==> src/rtl/rr_arb_pkg.sv <==
// Shared types for the four-client round-robin arbiter.
// Holds the FSM encoding, client index type and a one-hot helper.
package rr_arb_pkg;

  localparam int N_REQ = 4;

  typedef enum logic {
    ARB_IDLE,
    ARB_GRANT
  } arb_state_t;

  typedef logic [1:0] req_idx_t;

  function automatic logic [N_REQ-1:0] onehot(req_idx_t i);
    logic [N_REQ-1:0] v;
    v = '0;
    v[i] = 1'b1;
    return v;
  endfunction

endpackage

==> src/rtl/rr_pick4.sv <==
// Rotating-priority picker: first set bit of req & mask,
// scanning upward from ptr, modulo 4. Purely combinational.
import rr_arb_pkg::*;

module rr_pick4 (
  input  logic [3:0] req,
  input  logic [3:0] mask,
  input  req_idx_t   ptr,
  output req_idx_t   winner,
  output logic       found
);

  logic [3:0] elig;
  logic [3:0] rot;
  req_idx_t   off;

  always_comb begin
    elig = req & mask;
    // rotate so that bit ptr lands at position 0
    rot  = 4'({elig, elig} >> ptr);
    off  = 2'd0;
    priority case (1'b1)
      rot[0]:  off = 2'd0;
      rot[1]:  off = 2'd1;
      rot[2]:  off = 2'd2;
      rot[3]:  off = 2'd3;
      default: off = 2'd0;
    endcase
    found  = |elig;
    winner = req_idx_t'(ptr + off);
  end

endmodule

==> src/rtl/rr_arb4.sv <==
// Four-client round-robin arbiter with registered, locked grants.
// Define ARB_HOLD_LIMIT_EN to preempt owners after HOLD_MAX cycles.
import rr_arb_pkg::*;

module rr_arb4 #(
  parameter int unsigned HOLD_MAX = 8
) (
  input  logic       clock,
  input  logic       reset_n,
  input  logic       en,
  input  logic [3:0] req,
  output logic [3:0] gnt,
  output logic       gnt_valid,
  output logic [1:0] gnt_id,
  output logic [1:0] ptr
);

  arb_state_t state_q, state_d;
  req_idx_t   ptr_q, ptr_d;
  req_idx_t   id_q, id_d;
  logic [3:0] gnt_q, gnt_d;
  logic       valid_q, valid_d;

  logic [3:0] pick_mask;
  req_idx_t   pick_ptr;
  req_idx_t   winner;
  logic       found;
  logic       owner_req;
  logic       preempt;
  logic       handoff;

  // In GRANT the owner is masked out and the scan starts past it,
  // so a release can hand off in the same cycle.
  always_comb begin
    if (state_q == ARB_GRANT) begin
      pick_mask = ~onehot(id_q);
      pick_ptr  = req_idx_t'(id_q + 2'd1);
    end else begin
      pick_mask = 4'b1111;
      pick_ptr  = ptr_q;
    end
  end

  rr_pick4 u_pick (
    .req    (req),
    .mask   (pick_mask),
    .ptr    (pick_ptr),
    .winner (winner),
    .found  (found)
  );

  assign owner_req = req[id_q];

`ifdef ARB_HOLD_LIMIT_EN
  logic [7:0] hold_q, hold_d;

  assign preempt = (state_q == ARB_GRANT) && owner_req && found
                && (hold_q == 8'(HOLD_MAX - 1));
`else
  logic unused_hold;

  assign unused_hold = |HOLD_MAX;
  assign preempt     = 1'b0;
`endif

  assign handoff = !owner_req || preempt;

  always_comb begin
    state_d = state_q;
    ptr_d   = ptr_q;
    id_d    = id_q;
    gnt_d   = gnt_q;
    valid_d = valid_q;
`ifdef ARB_HOLD_LIMIT_EN
    hold_d  = hold_q;
`endif
    if (!en) begin
      state_d = ARB_IDLE;
      gnt_d   = 4'b0000;
      valid_d = 1'b0;
`ifdef ARB_HOLD_LIMIT_EN
      hold_d  = 8'd0;
`endif
    end else begin
      unique case (state_q)
        ARB_IDLE: begin
          if (found) begin
            state_d = ARB_GRANT;
            gnt_d   = onehot(winner);
            id_d    = winner;
            valid_d = 1'b1;
`ifdef ARB_HOLD_LIMIT_EN
            hold_d  = 8'd0;
`endif
          end
        end
        ARB_GRANT: begin
          if (handoff) begin
            ptr_d = req_idx_t'(id_q + 2'd1);
`ifdef ARB_HOLD_LIMIT_EN
            hold_d = 8'd0;
`endif
            if (found) begin
              gnt_d = onehot(winner);
              id_d  = winner;
            end else begin
              state_d = ARB_IDLE;
              gnt_d   = 4'b0000;
              valid_d = 1'b0;
            end
          end
`ifdef ARB_HOLD_LIMIT_EN
          else if (hold_q < 8'(HOLD_MAX)) begin
            hold_d = hold_q + 8'd1;
          end
`endif
        end
        default: begin
          state_d = ARB_IDLE;
          gnt_d   = 4'b0000;
          valid_d = 1'b0;
        end
      endcase
    end
  end

  always_ff @(posedge clock or negedge reset_n) begin
    if (!reset_n) begin
      state_q <= ARB_IDLE;
      ptr_q   <= 2'd0;
      id_q    <= 2'd0;
      gnt_q   <= 4'b0000;
      valid_q <= 1'b0;
    end else begin
      state_q <= state_d;
      ptr_q   <= ptr_d;
      id_q    <= id_d;
      gnt_q   <= gnt_d;
      valid_q <= valid_d;
    end
  end

`ifdef ARB_HOLD_LIMIT_EN
  always_ff @(posedge clock or negedge reset_n) begin
    if (!reset_n) hold_q <= 8'd0;
    else          hold_q <= hold_d;
  end
`endif

  assign gnt       = gnt_q;
  assign gnt_valid = valid_q;
  assign gnt_id    = id_q;
  assign ptr       = ptr_q;

endmodule
==> config.mk <==
export PLATFORM = sky130hd
export DESIGN_NAME = rr_arb4
export DESIGN_NICKNAME = d
export VERILOG_FILES = /design/src/rtl/rr_arb_pkg.sv /design/src/rtl/rr_pick4.sv /design/src/rtl/rr_arb4.sv
export SDC_FILE = /design/constraint.sdc
export NUM_CORES = 1
export LEC_CHECK = 0
export CAP_MARGIN = 20
export CORE_ASPECT_RATIO = 1.25
export CORE_MARGIN = 2
export CORE_UTILIZATION = 40
export CTS_CLUSTER_DIAMETER = 80
export DETAILED_ROUTE_END_ITERATION = 8
export HOLD_SLACK_MARGIN = 0.06
export PLACE_DENSITY = 0.66
export SETUP_SLACK_MARGIN = 0.1
export SYNTH_ARGS = -nofsm -noshare
export SYNTH_HDL_FRONTEND = slang
export SYNTH_HIERARCHICAL = 1
export SYNTH_SLANG_ARGS = --single-unit
export TNS_END_PERCENT = 1
==> constraint.sdc <==
create_clock -name clock -period 4.77 [get_ports clock]
set_input_delay 0.954 -clock clock [delete_from_list [all_inputs] [get_ports clock]]
set_output_delay 0.954 -clock clock [all_outputs]
set_load 0.01 [all_outputs]
# ---- Word-level counts from Yosys, hierarchy flattened
# Index checks and enable logic that the tools add are counted.
dict set report word_totals {
  ff_bits 10
  latchBits 0
  mem_bits_rw 0
  mem_bits_ro 0
  inputBits 7
  out_inout_bits 9
  wordCells 56
  mem_count 0
}
dict set report classes {
  addsub 2
  multipliers 0
  n_div 0
  order_cmp 4
  eq_ne 4
  shifts 1
  muxes 29
  n_bitwise 4
  n_reduce_logical 7
}
# op count
set op_table {}
lappend op_table {{4-bit two-way mux} 5}
lappend op_table {{2-bit two-way mux} 7}
lappend op_table {{1-bit two-way mux} 10}
lappend op_table {{3-bit != test (second input constant)} 3}
lappend op_table {{4-bit one-hot mux with 2 select lines} 1}
lappend op_table {{8-bit by 2-bit >> shifter with 4-bit output} 1}
lappend op_table {{2-bit by 3-bit < comparator with 1-bit output (second input constant)} 2}
lappend op_table {{3-bit AND reduction} 2}
lappend op_table {{4-bit bitwise AND} 1}
lappend op_table {{1-bit demux with 2-bit select} 2}
lappend op_table {{2-bit by 1-bit >= comparator with 1-bit output (second input constant)} 2}
lappend op_table {{4-bit NOT} 1}
lappend op_table {{1-bit one-hot mux with 2 select lines} 2}
lappend op_table {{2-bit one-hot mux with 2 select lines} 1}
lappend op_table {{2-bit AND reduction} 2}
lappend op_table {{4-bit OR reduction} 1}
lappend op_table {{2-bit by 1-bit adder with 2-bit output (second input constant)} 1}
lappend op_table {{2-bit adder} 1}
lappend op_table {{1-bit binary-select mux with 2-bit select} 1}
lappend op_table {{1-bit logical AND} 2}
lappend op_table {{2-bit != test (second input constant)} 1}
lappend op_table {{1-bit NOT} 2}

# ---- Depth between registers and ports, before layout
dict set report logic_depth {
  depth_word 21
  mapped_depth 12
  ltp_nobuf 11
}

# ---- Modules after synthesis
# Netlist, hierarchy kept.
# module instances cells_each area_per_inst_um2 seq_area_each_um2
set modules_own_cells {}
lappend modules_own_cells {rr_arb4 1 55 561.8 250.2}
lappend modules_own_cells {rr_pick4 1 23 167.7 0.0}

# ---- Worst setup path after synthesis
# No wires, ideal clock.
dict set report synth_timing {
  path_kind {reg-to-reg}
  start {register state_q}
  end {register gnt_q[1], in the netlist gnt[1]}
  setup_ns 0.122
  t_arrival_ns 2.414
  required_time_ns 4.648
  setup_slack_ns 2.235
  path_stages_with_launch 12
  n_path_buf 2
  period_less_slack_ns 2.535
  path_cell_list {dfrtp_1 clkbuf_1 nor2_1 a21oi_1 buf_6 mux2_2 a22oi_1 o2bb2ai_1 ha_1 xor2_1 inv_1 a32o_1}
}
dict set report synth_via {
  elab_cells_between_ends 24
  cone_classes {add/sub: 1; order compare: 2; eq/ne: 2; shift: 1; mux: 13; bitwise: 2; reduce/logical: 3}
}
# element line
set synth_lines {}
lappend synth_lines {{start: declaration} rr_arb4.sv:18} ;# arb_state_t state_q, state_d;
lappend synth_lines {{start signal: assignment} rr_arb4.sv:135} ;# state_q <= state_d;
lappend synth_lines {{2-bit two-way mux (*)} rr_arb4.sv:35} ;# if (state_q == ARB_GRANT) begin
lappend synth_lines {{named net pick_ptr[0]} rr_arb4.sv:25} ;# req_idx_t pick_ptr;
lappend synth_lines {{8-bit by 2-bit >> shifter with 4-bit output} rr_pick4.sv:20} ;# rot = 4'({elig, elig} >> ptr);
lappend synth_lines {{2-bit two-way mux (4 in a row)} rr_pick4.sv:22} ;# priority case (1'b1)
lappend synth_lines {{2-bit adder (*)} rr_pick4.sv:30} ;# winner = req_idx_t'(ptr + off);
lappend synth_lines {{named net winner[1]} rr_arb4.sv:26} ;# req_idx_t winner;
lappend synth_lines {{2-bit by 3-bit < comparator with 1-bit output (not written as such) / 2-bit by 1-bit >= comparator with 1-bit output (equally long branches)} rr_arb_pkg.sv:17} ;# v[i] = 1'b1;
lappend synth_lines {{1-bit logical AND (not written as such)} rr_arb_pkg.sv:17}
lappend synth_lines {{1-bit two-way mux (not written as such)} rr_arb_pkg.sv:17}
lappend synth_lines {{1-bit demux with 2-bit select (*)} rr_arb_pkg.sv:17}
lappend synth_lines {{4-bit two-way mux} rr_arb4.sv:103} ;# if (found) begin
lappend synth_lines {{4-bit two-way mux} rr_arb4.sv:98} ;# if (handoff) begin
lappend synth_lines {{4-bit one-hot mux with 2 select lines (*)} rr_arb4.sv:85} ;# unique case (state_q)
lappend synth_lines {{4-bit two-way mux (*)} rr_arb4.sv:77} ;# if (!en) begin
lappend synth_lines {{end signal: assignment} rr_arb4.sv:138} ;# gnt_q <= gnt_d;
lappend synth_lines {{end: declaration} rr_arb4.sv:21} ;# logic [3:0] gnt_q, gnt_d;
# The timed path passes the listed nets; every way through them passes the cells marked *. The select of a mux whose other input is x is not followed.
# A chain may end at the register's enable or synchronous reset.

# ---- Worst setup path after layout
dict set report layout_timing {
  start {register state_q}
  end {register gnt_q[0], in the netlist gnt[0]}
}
# The elaborated chain is that of the path after synthesis.

==> flow_summary.toml <==
[clock_network]
path_clk_slew_ns = 0.06
cts_root_buf = "clkbuf_4"
clock_path_buffers = 2
holdBufCountCts = 0
postCtsSetupBuffers = 0
cts_made_buffers = 3
cts.sinks = 10
cts_resized = 0
clkLatencyLatePin_ns = 0.26
cts_tree = "built"
cts-htree-levels = 1

[sta]
fmax_mhz = 330.7
worstMarginPinSlew_ns = 0.7845
report.final.setup_viol = 0
fin_skew_ns = 0.002583
fin_setup_tns_ns = 0
hold_slack_ns = 0.4925
fin_crit_sh_pct = 63.39
hold_violations = 0
slew_violations = 0
min_period_ns = 3.024
grt_setup_unrepaired = "false"
max-slew-margin-rel_pct = 47.70

[synth]
syn_avg_cell_area_um2 = 9.352
synth_seq_area_share_pct = 34.31
synth_fp_nets = 90
syn_inst = 78
netlist_area_um2 = 729.5
ys_ff_latch = 10
ys.warnings.count = 6
ys_types = 28

[cells_and_area]
diodes = 0
fin_util_pct = 52.22
layout_common_cells = "clkdlybuf4s50_1 (15), nand2_1 (14), dfrtp_1 (10)"
nets = 108
nFillCells = 170
final_common_cell = "clkdlybuf4s50_1"
synthToLayoutAreaGrowth_pct = 24.87
drive_gt1_share_pct = 15.96

[global_route]
grt_start_max_net_pins = 15
grt_first_pass_wirelength_um = 2863
grt_overflow = 0
antenna_found_initial = 0
grtUsageTotal_pct = 17.61
grt_pass1_vias = 660

[detailed_routing]
post-route-drc-count = 0
wl_um = 1663
dr.pass1.iters = 4
num_vias = 633
viasPerCell = 5.602
wl_per_cell_um = 14.72
ant_nets = 0
detail_route.iter0.violations = 13

[floorplanning]
die_x_um = 42.20
start_util_pct = 41.82
coreArea_um2 = 1744
rows = 17
ios = 16
die_area_um2 = 2183
die_h_um = 51.75

[worst_setup_path]
worstPathRequired_ns = 4.91
critPathCaptureType = "flop"
critical_path.max_fanout = 14
critPathKind = "flop to flop"
startpoint_type = "flop"
critPathArrivalTime_ns = 3.17

[power]
power.leakage_nw = 0.3980
power_uw = 574.3
irDropWorstVdd_mv = 0.3191
power.density_nw_per_um2 = 630.5

[placed_design]
dpl.hpwl_um = 1238
io_buffers = 15
gp_congestion = 0.8144

[run_status]
status = "finished clean"

[hold_path]
hp-class = "flop to flop"

[run]
cap_violations = 0
layout make-up:
type,count,area [um2],area share (%)
sequential,10,250.2,27.47
inverter,4,15.01,1.648
multi-input combinational,62,449.2,49.31
tap,19,23.77,2.610
clock buffer,3,22.52,2.473
timing repair buffer,15,150.1,16.48
where the power goes:
group / switching [mW] / internal (mW)
Clock: 0.0265 / 0.0290
Combinational: 0.193 / 0.173
Sequential: 0.0398 / 0.114
kinds of logic after synthesis:
group           after synthesis  share of synthesized area, %
simple gates                 26                         16.98
xor+xnor                      1                         1.201
fa+ha+maj                     6                         10.12
compound gates               23                         22.47
flops                        10                         34.31
mux                           6                         10.81
buf+inv                       6                         4.115
stage by stage:
step | cells | instance area, um2 | worst slack, ns
final | 113 | 910.9 | 1.746
after global routing | 113 | 910.9 | 1.487
after CTS | 113 | 910.9 | 1.789
after detailed placement | 110 | 888.4 | 1.687
after global placement | 110 | 888.4 | 1.755
after floorplan | 78 | 729.5 | 2.235
registers in the layout, indices dropped and copies added (netlist names):
signal / count
gnt: 4
gnt_id: 2
ptr: 2
gnt_valid: 1
state_q: 1
cells in the mapped netlist (all sizes together):
library cell | n | share of area (%)
a32o | 2 | 2.7
xor2 | 1 | 1.2
ha | 5 | 8.6
inv | 4 | 2.1
nand3 | 4 | 4.1
o211ai | 1 | 1.0
a21oi | 6 | 5.7
nand2 | 15 | 8.1
mux4 | 1 | 3.1
dfrtp | 10 | 34
nor2 | 5 | 2.9
o2111ai | 1 | 1.2
a21boi | 1 | 1.0
o2bb2ai | 2 | 2.4
buf | 1 | 1.5
a22oi | 1 | 1.0
a22o | 1 | 1.2
o211a | 1 | 1.4
nand3b | 1 | 1.0
maj3 | 1 | 1.5
nand4 | 1 | 0.86
mux2 | 5 | 7.7
o21ai | 7 | 4.8
clkbuf | 1 | 0.51
critical path: stages, from the launching register on:
cell       delay, ns
dfrtp_1         0.64
nor2_1          0.10
a21oi_1         0.63
mux2_2          0.43
a22oi_1         0.17
o2bb2ai_1       0.10
ha_1            0.19
xor2_1          0.34
nor2_1          0.10
a22o_1          0.21
routing by layer:
| layer | wire, um | global-route usage [%] |
|---|---|---|
| met5 | 0 | 0 |
| met4 | 16 | 11.98 |
| met3 | 52 | 1.389 |
| met2 | 804 | 31.28 |
| met1 | 789 | 19.87 |
path summary, 6_finish.rpt:
path / startpoint / end / slack, ns / depth (start not counted)
hold reg to reg: gnt[2] / gnt[2] / 0.49 / 1
min in group asynchronous: reset_n / gnt[1] / 1.01 / 1
setup reg to reg: state_q / gnt[0] / 1.75 / 9
hold / removal: gnt[2] / gnt[2] / 0.49 / 1
max in group asynchronous: reset_n / gnt[0] / 3.45 / 1
setup / recovery: state_q / gnt[0] / 1.75 / 9
Power figures use the tool's default switching activity.
